[src/rtl/synth_ctrl_pkg.sv]
// Shared types and defaults for the synth control path.
//   gate_state_t             : key-gate FSM state encoding
//   DEBOUNCE_CYCLES_DEFAULT  : ~1 ms of stable level at 12.288 MHz
//   RETRIG_GAP_DEFAULT       : gate-low cycles forced on a key change
//   cnt_width()              : counter width for a 0..n-1 count, never 0
package synth_ctrl_pkg;

    typedef enum logic [1:0] {
        IDLE,
        GATE_ON,
        RETRIG
    } gate_state_t;

    localparam int DEBOUNCE_CYCLES_DEFAULT = 12288;
    localparam int RETRIG_GAP_DEFAULT      = 4;

    function automatic int cnt_width(input int n);
        return (n > 1) ? $clog2(n) : 1;
    endfunction

endpackage

[src/rtl/key_debouncer.sv]
// One key: 2-flop synchronizer followed by a stable-level debounce counter.
//   clk_i   : system clock
//   rst_ni  : async active-low reset
//   sw_i    : raw switch level, asynchronous to clk_i
//   held_o  : debounced level, flips after DEBOUNCE_CYCLES differing cycles
module key_debouncer
    import synth_ctrl_pkg::*;
#(
    parameter int DEBOUNCE_CYCLES = DEBOUNCE_CYCLES_DEFAULT
) (
    input  logic clk_i,
    input  logic rst_ni,
    input  logic sw_i,
    output logic held_o
);

    localparam int              CW      = cnt_width(DEBOUNCE_CYCLES);
    localparam logic [CW-1:0]   CNT_MAX = CW'(DEBOUNCE_CYCLES - 1);

    logic [1:0]    sync;
    logic [CW-1:0] cnt;

    always_ff @(posedge clk_i or negedge rst_ni) begin
        if (!rst_ni) begin
            sync   <= '0;
            cnt    <= '0;
            held_o <= 1'b0;
        end else begin
            sync <= {sync[0], sw_i};
            // Any cycle where the synced level agrees restarts the count,
            // so only an unbroken run of disagreement is accepted.
            if (sync[1] == held_o) begin
                cnt <= '0;
            end else if (cnt == CNT_MAX) begin
                held_o <= ~held_o;
                cnt    <= '0;
            end else begin
                cnt <= cnt + 1'b1;
            end
        end
    end

endmodule

[src/rtl/key_gate_controller.sv]
// Key switches -> clean ADSR gate with last-note priority and retrigger gap.
//   clk_i      : 12.288 MHz clock
//   rst_ni     : async active-low reset
//   sw_i       : raw switch levels
//   key_held_o : debounced key levels
//   gate_o     : gate / valid to ADSR and amp modulator
//   retrig_o   : one-cycle pulse on the first cycle of a retrigger gap
//   key_idx_o  : index of the sounding key
module key_gate_controller
    import synth_ctrl_pkg::*;
#(
    parameter int NUM_KEYS        = 5,
    parameter int DEBOUNCE_CYCLES = DEBOUNCE_CYCLES_DEFAULT,
    parameter int RETRIG_GAP      = RETRIG_GAP_DEFAULT
) (
    input  logic                          clk_i,
    input  logic                          rst_ni,
    input  logic [NUM_KEYS-1:0]           sw_i,
    output logic [NUM_KEYS-1:0]           key_held_o,
    output logic                          gate_o,
    output logic                          retrig_o,
    output logic [cnt_width(NUM_KEYS)-1:0] key_idx_o
);

    localparam int            IW       = cnt_width(NUM_KEYS);
    localparam int            GW       = cnt_width(RETRIG_GAP);
    // Loaded with GAP-1 so the exit check is "counter is 0" and the gate
    // stays low for exactly RETRIG_GAP cycles.
    localparam logic [GW-1:0] GAP_LOAD = GW'(RETRIG_GAP - 1);

    // ---------------- per-key synchronizer + debounce ----------------
    for (genvar k = 0; k < NUM_KEYS; k++) begin : g_key
        key_debouncer #(
            .DEBOUNCE_CYCLES(DEBOUNCE_CYCLES)
        ) u_deb (
            .clk_i  (clk_i),
            .rst_ni (rst_ni),
            .sw_i   (sw_i[k]),
            .held_o (key_held_o[k])
        );
    end

    // ---------------- edge events ----------------
    logic [NUM_KEYS-1:0] held_q;
    logic [NUM_KEYS-1:0] press;
    logic [NUM_KEYS-1:0] rel;

    always_ff @(posedge clk_i or negedge rst_ni) begin
        if (!rst_ni) held_q <= '0;
        else         held_q <= key_held_o;
    end

    assign press = key_held_o & ~held_q;
    assign rel   = ~key_held_o & held_q;

    function automatic logic [IW-1:0] hi_idx(input logic [NUM_KEYS-1:0] v);
        logic [IW-1:0] r;
        r = '0;
        for (int k = 0; k < NUM_KEYS; k++)
            if (v[k]) r = IW'(k);
        return r;
    endfunction

    // ---------------- FSM ----------------
    gate_state_t   state, state_n;
    logic [GW-1:0] gap, gap_n;
    logic          gate_n, retrig_n;
    logic [IW-1:0] idx_n;
    logic          any_press, none_held, active_rel;

    assign any_press  = |press;
    assign none_held  = ~|key_held_o;
    assign active_rel = rel[key_idx_o];

    always_comb begin
        state_n  = state;
        gap_n    = gap;
        gate_n   = gate_o;
        retrig_n = 1'b0;
        idx_n    = key_idx_o;
        unique case (state)
            IDLE: begin
                gate_n = 1'b0;
                if (any_press) begin
                    idx_n   = hi_idx(press);
                    gate_n  = 1'b1;
                    state_n = GATE_ON;
                end
            end
            GATE_ON, RETRIG: begin
                // Press outranks release; an empty keyboard outranks a gap.
                if (any_press) begin
                    idx_n    = hi_idx(press);
                    retrig_n = 1'b1;
                    gap_n    = GAP_LOAD;
                    gate_n   = 1'b0;
                    state_n  = RETRIG;
                end else if (none_held) begin
                    gate_n  = 1'b0;
                    state_n = IDLE;
                end else if (active_rel) begin
                    idx_n    = hi_idx(key_held_o);
                    retrig_n = 1'b1;
                    gap_n    = GAP_LOAD;
                    gate_n   = 1'b0;
                    state_n  = RETRIG;
                end else if (state == RETRIG) begin
                    if (gap == '0) begin
                        gate_n  = 1'b1;
                        state_n = GATE_ON;
                    end else begin
                        gap_n = gap - 1'b1;
                    end
                end
            end
            default: begin
                gate_n  = 1'b0;
                state_n = IDLE;
            end
        endcase
    end

    always_ff @(posedge clk_i or negedge rst_ni) begin
        if (!rst_ni) begin
            state     <= IDLE;
            gap       <= '0;
            gate_o    <= 1'b0;
            retrig_o  <= 1'b0;
            key_idx_o <= '0;
        end else begin
            state     <= state_n;
            gap       <= gap_n;
            gate_o    <= gate_n;
            retrig_o  <= retrig_n;
            key_idx_o <= idx_n;
        end
    end

endmodule
[config.mk]
export PLATFORM = sky130hd
export DESIGN_NAME = key_gate_controller
export DESIGN_NICKNAME = d
export VERILOG_FILES = /design/src/rtl/synth_ctrl_pkg.sv /design/src/rtl/key_debouncer.sv /design/src/rtl/key_gate_controller.sv
export SDC_FILE = /design/constraint.sdc
export NUM_CORES = 1
export LEC_CHECK = 0
export ABC_CLOCK_PERIOD_IN_PS = 2300
export CORE_MARGIN = 2
export CORE_UTILIZATION = 61
export CTS_BUF_LIST = sky130_fd_sc_hd__clkbuf_4
export DETAILED_ROUTE_END_ITERATION = 8
export GPL_ROUTABILITY_DRIVEN = 0
export PLACE_DENSITY = 0.8
export SLEW_MARGIN = 20
export SYNTH_ARGS = -nofsm -noshare
export SYNTH_HDL_FRONTEND = slang
export SYNTH_HIERARCHICAL = 1
export SYNTH_SLANG_ARGS = --single-unit
export TNS_END_PERCENT = 5
[constraint.sdc]
create_clock -name clk_i -period 2.3 [get_ports clk_i]
set_input_delay 0.23 -clock clk_i [delete_from_list [all_inputs] [get_ports clk_i]]
set_output_delay 0.23 -clock clk_i [all_outputs]
set_load 0.02 [all_outputs]
### After elaboration in Yosys (flattened, before gate mapping)

Cells that the tools add are included.

| word-level totals | value |
|---|---|
| register bits after elaboration | 99 |
| latch bits | 0 |
| RAM bits | 0 |
| ROM bits | 0 |
| input bits | 7 |
| output and inout port bits | 10 |
| word-level logic and storage cells | 125 |
| memories kept | 0 |

| cells by class | value |
|---|---|
| add/sub/neg operators | 6 |
| multiply operators | 0 |
| div/mod/pow operators | 0 |
| $lt $le $gt $ge | 1 |
| equality and inequality tests | 18 |
| shift-type cells | 0 |
| muxes and demuxes | 48 |
| bitwise gates (word level) | 14 |
| reductions and logical operators | 17 |

Operators by type and width:

| kind | number |
|---|---|
| $mux W14 | 10 |
| $add A14 B1 Y14 const B | 5 |
| $eq A14 B14 Y1 const B | 5 |
| $mux W3 | 10 |
| $mux W2 | 11 |
| $mux W1 | 13 |
| $reduce_and A2 Y1 | 6 |
| $and A5 B5 Y5 | 2 |
| $ne A5 B5 Y1 const B | 2 |
| $not A1 Y1 | 10 |
| $not A5 Y5 | 2 |
| $reduce_or A5 Y1 | 2 |
| $ne A3 B3 Y1 const B | 3 |
| $reduce_and A4 Y1 | 2 |
| $pmux W3 S2 | 1 |
| $eq A1 B1 Y1 | 5 |
| $logic_not A2 Y1 | 2 |
| $lt A3 B4 Y1 const B | 1 |
| $pmux W2 S2 | 1 |
| $reduce_bool A2 Y1 | 2 |
| $bmux W1 S3 | 1 |
| $reduce_and A3 Y1 | 1 |
| $reduce_bool A3 Y1 | 1 |
| $eq A2 B1 Y1 const B | 1 |
| 5 further kinds | 5 |

### Logic depth before layout (Yosys ltp)

| logic depth | value |
|---|---|
| depth in word-level cells | 8 |
| gate-level depth with buffers | 7 |
| gate-level depth less buffers | 6 |

### Modules after synthesis

The synthesis kept the hierarchy.

By module, submodules not included:

| module | times used | cells an instance | area an instance (µm²) | sequential area each (µm²) |
|---|---|---|---|---|
| key_debouncer (g_key[0].u_deb ...) | 4 | 72 | 788.3 | 425.4 |
| key_gate_controller | 1 | 78 | 813.3 | 350.3 |
| key_debouncer (g_key[2].u_deb) | 1 | 73 | 800.8 | 425.4 |

### Least setup slack after synthesis

No wires, ideal clock.

| timing path | value |
|---|---|
| kind | register to register |
| start | register g_key[4].u_deb.held_o |
| end | register gap[0] |
| setup time | 119 ps |
| arrival | 1974 ps |
| data required time | 2181 ps |
| setup slack | 208 ps |
| cell stages (with the launch flop) | 6 |
| path buffers | 0 |
| period minus slack after synthesis | 2092 ps |
| cells stage by stage | dfrtp_1 nor4bb_1 or4_4 a211o_1 or3_1 o21a_1 |

| between the ends | value |
|---|---|
| word-level cells in the longest chain between the ends | 7 |
| elaborated cells on any way between the ends | 14 |
| classes of those cells | eq/ne: 1; mux: 5; bitwise: 3; reduce/logical: 5 |

RTL lines:

| element | RTL line | RTL |
|---|---|---|
| from (decl) | key_debouncer.sv:14 | `output logic held_o` |
| from (signal assigned) | key_debouncer.sv:35 | `held_o <= ~held_o;` |
| $not A5 Y5 | key_gate_controller.sv:54 | `assign rel = ~key_held_o & held_q;` |
| $and A5 B5 Y5 | key_gate_controller.sv:54 |  |
| $bmux W1 S3 | key_gate_controller.sv:73 | `assign active_rel = rel[key_idx_o];` |
| $mux W1 (not written as such) | key_gate_controller.sv:73 |  |
| $mux W2 | key_gate_controller.sv:101 | `end else if (active_rel) begin` |
| $mux W2 | key_gate_controller.sv:98 | `end else if (none_held) begin` |
| $mux W2 | key_gate_controller.sv:92 | `if (any_press) begin` |
| to (signal assigned) | key_gate_controller.sv:132 | `gap <= gap_n;` |
| to (decl) | key_gate_controller.sv:66 | `logic [GW-1:0] gap, gap_n;` |

Several ways; a longest one is shown, not always the timed one. The select of a mux whose other input is x is not followed.
A chain may end at the register's enable or synchronous reset.

### Final worst setup path

Ends and elaborated chain as after synthesis.

==> summary.txt <==
Worst hold slack -> 0.216 ns
Gr usage total -> 0.203
Final setup fails -> 0
Top_reg_cell synth -> dfrtp_1
Synth Area in Adders -> 0.0236
Largest net degree at the start of global routing -> 49
Yosys reg bits -> 99
Worst path required time -> 2.63 ns
Setup TNS Final -> 0 ns
Critical path type -> reg -> reg
Pint -> 0.00204 W
Max incr delay on CP -> 0.56 ns
Maxcap violations -> 0
Cts hold-fix bufs -> 1
Arrival @ worst endpoint -> 2.49 ns
Critical path's top delay family -> simple AND/OR/NAND/NOR gates
Critical Path, Cell by Cell -> nor4bb_1, or4_4, a211o_1, or3_1, o21a_1
# diodes -> 0
Max FO, Critical Path -> 11
Outcome -> completed
DRT Wirelength -> 7.74 mm
Clock tree buffer depth -> 2
Detail Placement HPWL -> 5.50 mm
Core ar. -> 7650 µm²
Worst hold path class -> in -> reg
Cells after synthesis -> 439
Synth cell count leaders -> 99 x dfrtp_1, 84 x nor2_1, 46 x xnor2_1
Fin util -> 0.670
Maximum clock frequency -> 464 MHz
DR pass1 iterations -> 4
CTS tree -> yes
Mapped Area -> 4770 µm²
Syn-to-layout area delta -> 7.51%
Largest family of logic cells by synthesized area -> simple AND/OR/NAND/NOR gates
P per Cell Area -> 521 nW/µm²
Synth Area in Simple Gates -> 0.245
Root cell of the clock tree -> clkbuf_4
Fin crit share -> 0.937
Vias in the first global route -> 3,086
Async S/R FF share, synth -> 1.00
Post-synth top area cell -> dfrtp_1
Post-CTS Setup Bufs -> 0
Worst-path clk slew -> 0.14 ns
Nets -> 481
Most frequent cell after synthesis -> dfrtp_1
Io pins -> 17
DRC Markers -> 0
DRT iter0 DRCs -> 181
First-pass GRT wire length -> 13.9 mm
Clock sink count -> 99
Non-Filler Instances -> 572
H-tree levels -> 3
Worst-Skew Late Latency -> 0.43 ns
Row Count -> 32
DRT antenna net count -> 0
Leak -> 2.17 nW
Post-synthesis mux area share -> 0.0207
Post-synth EDFFs -> 0
Final hold viol count -> 0
Fillers -> 598
Worst slew pin tran -> 0.617 ns
DIE WIDTH -> 92.4 µm
Switching power -> 0.000636 W
Post-synthesis sequential area ratio -> 0.520
Starting Density -> 0.623
Routed vias -> 3,101
Die area -> 8540 µm²
Vias per std cell -> 5.42
CP startpoint kind -> flop
Die H -> 92.4 µm
Peak supply drop -> 0.000379 V
Syn avg cell area -> 10.9 µm²
Clk pwr share -> 0.283
RSZ-0062 raised after global routing -> no
Distinct cells, synth -> 51
Post-CTS Resized -> 0
Yosys Warn Count -> 6
IO buf count -> 16
Layout cells sized above 1 -> 0.121
Switching share of power -> 0.238
Grt total ovfl -> 0
Synth top area share -> 0.520
Crit path max-delay cell type -> dfrtp_1
Tmin final -> 2.16 ns
Compound-Gate Fraction of Synth Area -> 0.0362
Worst path bufs/invs -> 0
Syn_nets -> 455
Final setup skew -> 0.0123 ns
Combinational share of power -> 0.044
Drt wl/cell -> 13.5 µm
Number of CTS-inserted buffers -> 9
Placed Cells -> 555
Synth top area cells -> dfrtp_1 52%, xnor2_1 8.5%, nor2_1 6.6%
Worst Setup End Kind -> flop
Xor and xnor area share after synthesis -> 0.119
Sequential Power Share -> 0.673
Antenna violations before repair -> 0
Max Slew Vio Count -> 0
Max-slew headroom -> 0.589
==> cell families after synthesis <==
| family | after synthesis |
|---|---|
| and+or+nand+nor | 207 |
| DFF | 99 |
| xor gates and xnor gates | 65 |
| buffers and inverters | 28 |
| AOI/OAI and AO/OA | 22 |
| muxes | 9 |
| adders and majority gates | 9 |
==> power groups by stage <==
stage               combinational, W  sequential (W)  clock (W)
detailed placement          0.000122         0.00183          0
floorplan                  0.0000741         0.00183          0
CTS                         0.000124         0.00180   0.000786
global placement            0.000118         0.00183          0
finish                      0.000119         0.00180   0.000755
global route                0.000139         0.00180   0.000859
==> layout by cell type, fill, tap and decap left out, drive strengths merged, types with 2 or more instances in the layout <==
master / n
o21a: 2
xor2: 19
mux2: 7
o2bb2ai: 2
nor2b: 2
nand2: 15
nor3: 20
clkinvlp: 2
clkdlybuf4s50: 15
buf: 5
inv: 22
nor2: 88
xnor2: 46
clkbuf: 10
or2b: 5
mux2i: 2
ha: 9
nor4: 10
nand4: 15
nand2b: 9
nor4bb: 2
or2: 2
clkinv: 4
dfrtp: 99
and3: 5
nand3: 28
a21oi: 4
==> sequential cells by signal (all words and copies together) (netlist names) <==
signal / cells
g_key.u_deb/sync: 10
held_q: 5
state: 2
g_key.u_deb/cnt: 70
key_idx_o: 3
gap: 2
gate_o: 1
retrig_o: 1
g_key.u_deb/held_o: 5
==> path summary, 6_finish.rpt <==
check / from / to / slack, ns / depth (start not counted)
worst max register to register: g_key[4].u_deb/held_o / gap[0] / 0.14 / 5
worst max-delay path: g_key[4].u_deb/held_o / gap[0] / 0.14 / 5
max in group asynchronous: rst_ni / g_key[4].u_deb/cnt[0] / 1.30 / 3
worst min register to register: g_key[3].u_deb/sync[0] / g_key[3].u_deb/sync[1] / 0.37 / 0
worst min-delay path: sw_i[1] / g_key[1].u_deb/sync[0] / 0.22 / 1
min in group asynchronous: rst_ni / g_key[1].u_deb/cnt[4] / 0.34 / 2
==> layout make-up <==
class	instances	area [µm²]	area share
multi-input cells	312	2120	0.414
flip-flops and latches	99	2480	0.483
repair buffers	21	210	0.0410
well taps	102	128	0.0249
inverters	22	82.6	0.0161
clock inverters	6	32.5	0.00635
clock buffers	10	75.1	0.0146
==> metal layers <==
metal,GRT usage,up-vias,share of wire
met3,0.0521,8,0.029
li1,-,1537,-
met5,0,-,0
met2,0.341,32,0.50
met1,0.265,1524,0.46
met4,0.0535,0,0.010
==> through the flow <==
stage                     total power [W]  setup WS [ns]  instance area (µm²)
final                             0.00267          0.144                 5120
after global routing              0.00280         0.0315                 5120
after detailed placement          0.00195          0.155                 5010
after CTS                         0.00271          0.137                 5120
after floorplan                   0.00190          0.208                 4770
after global placement            0.00195          0.223                 5010
No activity file was read; power rests on OpenSTA's default activity.
